## config.mk

```make
export PLATFORM = sky130hd
export DESIGN_NAME = periph_stall_ctrl
export DESIGN_NICKNAME = d
export VERILOG_FILES = /design/src/rtl/periph_stall_ctrl.sv
export SDC_FILE = /design/constraint.sdc
export NUM_CORES = 1
export LEC_CHECK = 0
export ABC_AREA = 1
export CAP_MARGIN = 20
export CORE_ASPECT_RATIO = 0.75
export CORE_MARGIN = 1
export CORE_UTILIZATION = 46
export CTS_CLUSTER_DIAMETER = 100
export DETAILED_ROUTE_END_ITERATION = 16
export PLACE_DENSITY = 0.89
export SETUP_SLACK_MARGIN = 0.05
export SKIP_CTS_REPAIR_TIMING = 1
export SLEW_MARGIN = 20
export SYNTH_ARGS = -nofsm -noshare
export SYNTH_HDL_FRONTEND = slang
export SYNTH_SLANG_ARGS = --single-unit
```

## constraint.sdc

```tcl
create_clock -name clk -period 2.5 [get_ports clk]
set_clock_uncertainty 0.15 [all_clocks]
set_input_delay 0.5 -clock clk [delete_from_list [all_inputs] [get_ports clk]]
set_output_delay 0.5 -clock clk [all_outputs]
set_load 0.02 [all_outputs]
```

## src/rtl/periph_stall_ctrl.sv

```systemverilog
// periph_stall_ctrl
// This block runs peripheral loads and stores that sit in the MEM stage.
// While the bus request/ready handshake is in progress it holds the front of
// the pipeline and puts a bubble into MEM/WB. It then releases the pipeline
// with the captured read data. A bus error or a timeout raises a one-cycle
// fault pulse and records the faulting address.
module periph_stall_ctrl #(
  parameter int CNT_W   = 8,
  parameter int TIMEOUT = 255
) (
  input  logic        clk,
  input  logic        rst,
  input  logic        MemReadM,
  input  logic        MemWriteM,
  input  logic        isPeripheralM,
  input  logic [31:0] ALUResultM,
  input  logic [31:0] WriteDataM,
  input  logic [2:0]  StrobeM,
  output logic        PReq,
  output logic        PWrite,
  output logic [31:0] PAddr,
  output logic [31:0] PWData,
  output logic [2:0]  PStrobe,
  input  logic        PReady,
  input  logic [31:0] PRData,
  input  logic        PErr,
  output logic        PipeEN,
  output logic        FlushW,
  output logic [31:0] ReadDataP,
  output logic        BusFault,
  output logic [31:0] FaultAddr
);

  typedef enum logic [1:0] {
    IDLE,
    ACCESS,
    RESP
  } state_t;

  // The timeout fires in the ACCESS cycle whose counter holds this value,
  // so PReq stays high for exactly TIMEOUT cycles.
  localparam logic [CNT_W-1:0] CNT_LAST = CNT_W'(TIMEOUT - 1);

  state_t           state_q;
  state_t           state_d;
  logic [CNT_W-1:0] wait_cnt;
  logic             acc;
  logic             timeout_hit;

  assign acc         = isPeripheralM & (MemReadM | MemWriteM);
  assign timeout_hit = (wait_cnt == CNT_LAST);

  // State register; reset abandons any request that is in flight.
  always_ff @(posedge clk or negedge rst) begin
    if (!rst) state_q <= IDLE;
    else      state_q <= state_d;
  end

  // Next-state and pipeline-enable decode. PipeEN does not depend on PReady,
  // so the release always comes one cycle after the handshake completes.
  always_comb begin
    state_d = state_q;
    PipeEN  = 1'b1;
    case (state_q)
      IDLE: begin
        PipeEN = ~acc;
        if (acc) state_d = ACCESS;
      end
      ACCESS: begin
        PipeEN = 1'b0;
        if (PReady || timeout_hit) state_d = RESP;
      end
      RESP: begin
        PipeEN  = 1'b1;
        state_d = IDLE;
      end
      default: begin
        PipeEN  = 1'b1;
        state_d = IDLE;
      end
    endcase
  end

  assign FlushW = ~PipeEN;

  // Bus-side registers: latch the access when it is detected, capture the
  // response or a timeout, and produce the fault pulse seen during RESP.
  always_ff @(posedge clk or negedge rst) begin
    if (!rst) begin
      PReq      <= 1'b0;
      PWrite    <= 1'b0;
      PAddr     <= '0;
      PWData    <= '0;
      PStrobe   <= '0;
      wait_cnt  <= '0;
      ReadDataP <= '0;
      BusFault  <= 1'b0;
      FaultAddr <= '0;
    end else begin
      BusFault <= 1'b0;
      case (state_q)
        IDLE: begin
          if (acc) begin
            PAddr    <= ALUResultM;
            PWData   <= WriteDataM;
            PStrobe  <= StrobeM;
            PWrite   <= MemWriteM;
            PReq     <= 1'b1;
            wait_cnt <= '0;
          end
        end
        ACCESS: begin
          if (PReady) begin
            if (!PWrite) ReadDataP <= PRData;
            if (PErr) begin
              BusFault  <= 1'b1;
              FaultAddr <= PAddr;
            end
            PReq <= 1'b0;
          end else if (timeout_hit) begin
            if (!PWrite) ReadDataP <= '0;
            BusFault  <= 1'b1;
            FaultAddr <= PAddr;
            PReq      <= 1'b0;
          end else begin
            wait_cnt <= wait_cnt + 1'b1;
          end
        end
        default: begin
        end
      endcase
    end
  end

endmodule

```

==> impl_results.md, run 1 <==
* Largest net degree at the start of global routing at 86
* Final hold vios at 0
* Total gr overflow at 0
* Worst IR Drop VDD at 679 uV
* Routed Antenna Nets at 0
* Sink Count at 144
* Cell Pwr Density at 1340 nW/um2
* I/O Pins at 242
* Nets at 1,001
* Mapped Avg Cell Area at 8.92 um2
* DP HPWL at 11,000 um
* Post-DP Area at 8470 um2
* Die area at 13,200 um2
* Total GRT Usage at 24.8%
* Post-Syn Nets at 766
* Count leader, synth: nand2_1
* Ys Warns at 0
* DP Worst Slack at -0.0528 ns
* PnR worst setup slack at 0.319 ns
* Pleak at 4.47 nW
* DRC violations left at 0
* CP max stage delay at 0.46 ns
* Clock root buffer: clkbuf_16
* Final Max Tran Viols at 0
* Initial Utilization at 47.5%
* Cell area after synthesis at 5870 um2
* Post-synthesis cell type count at 23
* Via count at 5,331
* F_max at 458 MHz
* Vias in the first global route at 5,246
* Cell count after synthesis at 658
* Proportion of netlist area held by the largest area contributor at 61.4%
* Crit Path Category: input port to output pin
* Fraction of layout instances using a drive strength above 1 at 6.19%
* CTS H-tree depth at 4
* Sequential Power Share at 33.4%
* # diodes at 0
* Post-synth EDFFs at 0
* Clock network power share at 21.5%
* Vias per Instance at 4.98
* Largest area contributor in the netlist: dfrtp_1
* Top Layer Used: met4
* First-pass GRT wire length at 25,700 um
* Sequential share of the synthesized area at 61.4%
* Worst slew pin tran at 0.600 ns
* Ys async rst share at 100%
* Internal at 0.00752 W
* Status: complete, no violations
* Hold Crit Class: register to register
* WL met2 at 7820 um
* List of most frequent post-synthesis cells: 220 x nand2_1, 144 x dfrtp_1, 81 x inv_1
* Delay-heaviest family, CP: buffers and inverters
* Clock Pin Slew Worst Setup and Hold Paths at 0.06 ns
* CP endpoint kind: output pin
* Core area at 12,300 um2
* Design Area, Final at 9100 um2
* Final setup fails at 0
* Syn-to-layout area delta at 55.2%
* CTS Buf Count at 17
* Worst endpoint required time at 1.85 ns
* RSZ-0062 raised after global routing: false
* Startpoint Class: input port
* Die W at 132 um
* Initial antenna violation count at 0
* Worst path bufs/invs at 4
* Yosys reg bits at 144
* Drt total wl at 16,000 um
* Part of the cycle the worst path needs at 87.3%
* Combinational Power Share at 45.1%
* Hold_ws at 0.317 ns
* Period minus WS final at 2.18 ns
* R2R Setup Slk at 0.32 ns
* Max-cap violation count at 0
* Number of I/O port buffers at 241
* Sw Ratio at 38.3%
* DRT Pass-1 Iters at 5
* Psw at 0.00466 W
* Row cnt at 35
* Met3 routed WL at 1170 um
* Die height at 99.8 um
* Largest cells by area after synthesis: dfrtp_1 61%, nand2_1 14%, o21ai_0 6.0%
* Max FO, Critical Path at 3
* Critical path, cell by cell: clkdlybuf4s50_1, inv_1, nor2_1, nand2_1, nand2_1, inv_1, dlymetal6s2s_1
* Clock insertion delay at the later pin of the skew report at 0.40 ns
* CP Data Arrival Time at 1.53 ns
* Met1 Routed Length at 6520 um
* CTS max path bufs at 2
* Rel. slew slack at 59.8%
* CTS tree: yes
* DR iter-0 viols at 409
* Routability congestion estimate at 0.860
* Main synth FF type: dfrtp_1
* Slowest-stage cell, CP: clkdlybuf4s50_1
* WL/cell at 14.9 um
[layer usage]
metal	vias to the layer above	global-route usage, %
li1	2547	-
met1	2518	30.7
met2	227	41.5
met3	39	6.82
met4	0	10.5
met5	-	0
[worst min-delay path, stage by stage, from the launching register on]
cell	delay (ns)
dfrtp_1	0.34
nand2_1	0.05
nand2_1	0.04
[sequential cells by signal, summed over array words and instances (netlist names)]
signal and count:
FaultAddr 32, PAddr 32, PWData 32, ReadDataP 32, wait_cnt 8, PStrobe 3, state_q 2, BusFault 1
PReq 1, PWrite 1
[final timing paths]
path | endpoint | depth (start not counted) | start
worst max-delay path | PipeEN | 7 | isPeripheralM
worst min-delay path | FaultAddr[1]$_DFFE_PN0P_ | 2 | FaultAddr[1]$_DFFE_PN0P_
worst max register to register | ReadDataP[9]$_DFFE_PN0P_ | 7 | state_q[1]$_DFFE_PN0P_
worst min register to register | FaultAddr[1]$_DFFE_PN0P_ | 2 | FaultAddr[1]$_DFFE_PN0P_
max in group asynchronous | PWData[7]$_DFFE_PN0P_ | 3 | rst
min in group asynchronous | FaultAddr[14]$_DFFE_PN0P_ | 2 | rst
[stage by stage]
step	util [%]	setup TNS (ns)	cells	total power, W
finish	73.7	0	1071	0.0122
global route	73.7	0	1071	0.0129
CTS	73.6	-0.0837	1070	0.0123
detailed placement	68.6	-0.0811	1039	0.00959
global placement	68.6	-0.0448	1039	0.00939
floorplan	-	0	658	0.00668
[layout by cell type (no fill, tap or decap), drive strengths merged]
cell type and instances:
nand2 224, or2 2, clkdlybuf4s50 238, dlymetal6s2s 2, buf 15, nand3b 1, nand3 45, bufinv 4
a21oi 1, dfrtp 144, o21ai 76, clkinvlp 3, nand4 32, ha 2, dlygate4sd3 1, clkbuf 18
nor2 7, inv 83, o21bai 2, clkinv 5
[final cells by class]
class	instances	area (um2)
Clock buffer	18	429
Fill cell	887	3240
Multi-Input combinational cell	392	1790
Inverter	82	308
Clock inverter	13	188
Sequential cell	144	3600
Tap cell	166	208
Timing Repair Buffer	256	2580
[logic make-up after synthesis]
logic type | Yosys count | synth area share [%]
flops | 144 | 61.4
buf+inv | 122 | 8.38
compound gates | 79 | 6.82
simple gates | 311 | 23.0
fa+ha+maj | 2 | 0.426
[power by group through the flow]
stage          registers, W  logic [W]  clock network [W]
3_3_place_gp        0.00403    0.00536                  0
2_1_floorplan       0.00528    0.00141                  0
6_report            0.00407    0.00549            0.00262
4_1_cts             0.00406    0.00554            0.00267
5_1_grt             0.00420    0.00589            0.00278
3_5_place_dp        0.00408    0.00551                  0
(Power assumes the default switching activity.)
==> run 2: changes to the inputs <==
--- a/config.mk
+++ b/config.mk
@@ -10,10 +10,9 @@
 export CORE_ASPECT_RATIO = 0.75
 export CORE_MARGIN = 1
 export CORE_UTILIZATION = 46
-export CTS_CLUSTER_DIAMETER = 100
 export DETAILED_ROUTE_END_ITERATION = 16
 export PLACE_DENSITY = 0.89
-export SETUP_SLACK_MARGIN = 0.05
+export SETUP_SLACK_MARGIN = 0.15
 export SKIP_CTS_REPAIR_TIMING = 1
 export SLEW_MARGIN = 20
 export SYNTH_ARGS = -nofsm -noshare
==> run 2 against run 1 <==
  * Power is essentially flat
  * Critical path depth unchanged
  * Count of clock-buffer cells in the layout did not move
  * Clock power barely moved
  * Largest power group unchanged
  * Core utilization is essentially flat
  * Cell count is the same
  * Register-to-register slack gained 0.06 ns
  * Sequential share of layout area is essentially flat
  * Global-route usage stayed put
==> impl_results.md, run 2 (synthesis gave the netlist of run 1 again) <==
* Largest net degree at the start of global routing at 86
* DRC violations left at 0
* Placed cells at 1,039
* Startpoint Class: input port
* Pleak at 4.48 nW
* Max FO, Critical Path at 3
* Worst IR Drop VDD at 679 uV
* Clock Pin Slew Worst Setup and Hold Paths at 0.06 ns
* PnR worst setup slack at 0.316 ns
* Max-cap violation count at 0
* Row cnt at 35
* Critical path, cell by cell: clkdlybuf4s50_1, inv_1, nor2_1, nand2_1, nand2_1, inv_1, dlymetal6s2s_1
* I/O Pins at 242
* CP Data Arrival Time at 1.53 ns
* Number of I/O port buffers at 241
* Part of the cycle the worst path needs at 87.4%
* Nets at 1,001
* Hold Crit Class: register to register
* Syn-to-layout area delta at 55.2%
* Rel. slew slack at 68.5%
* CTS Buf Count at 17
* Multi-input gate area at 1790 um2
* Core area at 12,300 um2
* Period minus WS final at 2.18 ns
* DP Worst Slack at -0.0528 ns
* Hold_ws at 0.317 ns
* Final setup fails at 0
* Cell Pwr Density at 1340 nW/um2
* Clock root buffer: clkbuf_16
* Die height at 99.8 um
* Fraction of layout instances using a drive strength above 1 at 6.19%
* Worst path bufs/invs at 4
* Sink Count at 144
* Crit Path Category: input port to output pin
* CTS H-tree depth at 4
* Total gr overflow at 0
* Clock insertion delay at the later pin of the skew report at 0.40 ns
* Worst endpoint required time at 1.85 ns
* Sequential cell area at 3600 um2
* Die W at 132 um
* Final Max Tran Viols at 0
* CTS max path bufs at 2
* RSZ-0062 raised after global routing: false
* Delay-heaviest family, CP: buffers and inverters
* Worst slew pin tran at 0.472 ns
* Die area at 13,200 um2
* F_max at 458 MHz
* Total GRT Usage at 24.8%
* CP max stage delay at 0.46 ns
* Vias per Instance at 4.96
* Initial Utilization at 47.5%
* Initial antenna violation count at 0
* # diodes at 0
* Fill count at 886
* DRT Pass-1 Iters at 6
* Fin cells at 1,071
* Drt total wl at 16,000 um
* DP HPWL at 11,000 um
* Routed Antenna Nets at 0
* CP endpoint kind: output pin
* Commonest non-fill, non-tap cells in the layout: 238 x clkdlybuf4s50_1, 220 x nand2_1, 144 x dfrtp_1, 81 x inv_1, 70 x o21ai_0
* DR iter-0 viols at 392
* Total power at 0.0122 W
* First-pass GRT wire length at 25,700 um
* WL/cell at 14.9 um
* Vias in the first global route at 5,246
* Final hold vios at 0
* Via count at 5,317
* Routability congestion estimate at 0.860
* Fin util at 73.8%
* Most common cell after layout, fill and taps aside: clkdlybuf4s50_1
* Status: complete, no violations
* Slowest-stage cell, CP: clkdlybuf4s50_1
* CTS tree: yes
## run 2: cell counts in the layout (fill, tap and decap cells not counted)
Identical to the previous run, type by type.
## run 2: layer usage
layer  vias up  wire (um)  GRT usage (%)
li1       2546          -              -
met1      2514       6560           30.7
met2       218       7850           41.5
met3        39       1110           6.82
met4         0        463           10.5
met5         -          0              0
## run 2: path summary, 6_finish.rpt
path / end / depth (start not counted) / slack [ns] / from
max: PipeEN / 7 / 0.32 / isPeripheralM
max in group asynchronous: PWData[7]$_DFFE_PN0P_ / 3 / 1.04 / rst
min: FaultAddr[1]$_DFFE_PN0P_ / 2 / 0.32 / FaultAddr[1]$_DFFE_PN0P_
min reg2reg: FaultAddr[1]$_DFFE_PN0P_ / 2 / 0.32 / FaultAddr[1]$_DFFE_PN0P_
min in group asynchronous: FaultAddr[14]$_DFFE_PN0P_ / 2 / 0.45 / rst
max reg2reg: FaultAddr[6]$_DFFE_PN0P_ / 7 / 0.38 / state_q[1]$_DFFE_PN0P_
## run 2: through the flow
step	setup TNS (ns)	area (um2)
5_1_grt	0	9110
6_report	0	9110
3_3_place_gp	-0.0448	8470
4_1_cts	-0.0837	9090
3_5_place_dp	-0.0811	8470
2_1_floorplan	0	5870
## run 2: cell type report
type / instances / share of cell area [%]
Multi-Input combinational cell: 392 / 19.7
Inverter: 82 / 3.38
Clock inverter: 13 / 2.06
Clock buffer: 18 / 4.71
Timing Repair Buffer: 256 / 28.4
Tap cell: 166 / 2.28
Sequential cell: 144 / 39.6
## run 2: power by group
part	internal (W)	switching, W	leakage (nW)	total (W)
sequential	0.00339	0.000677	1.82	0.00407
combinational	0.00245	0.00304	2.37	0.00549
clock	0.00167	0.000954	0.292	0.00262
total	0.00752	0.00467	4.48	0.0122
## run 2: worst min-delay path: cells and delay by family, from the launching register on
family        cells  cell delay (ns)
flops             1             0.34
simple gates      2             0.09
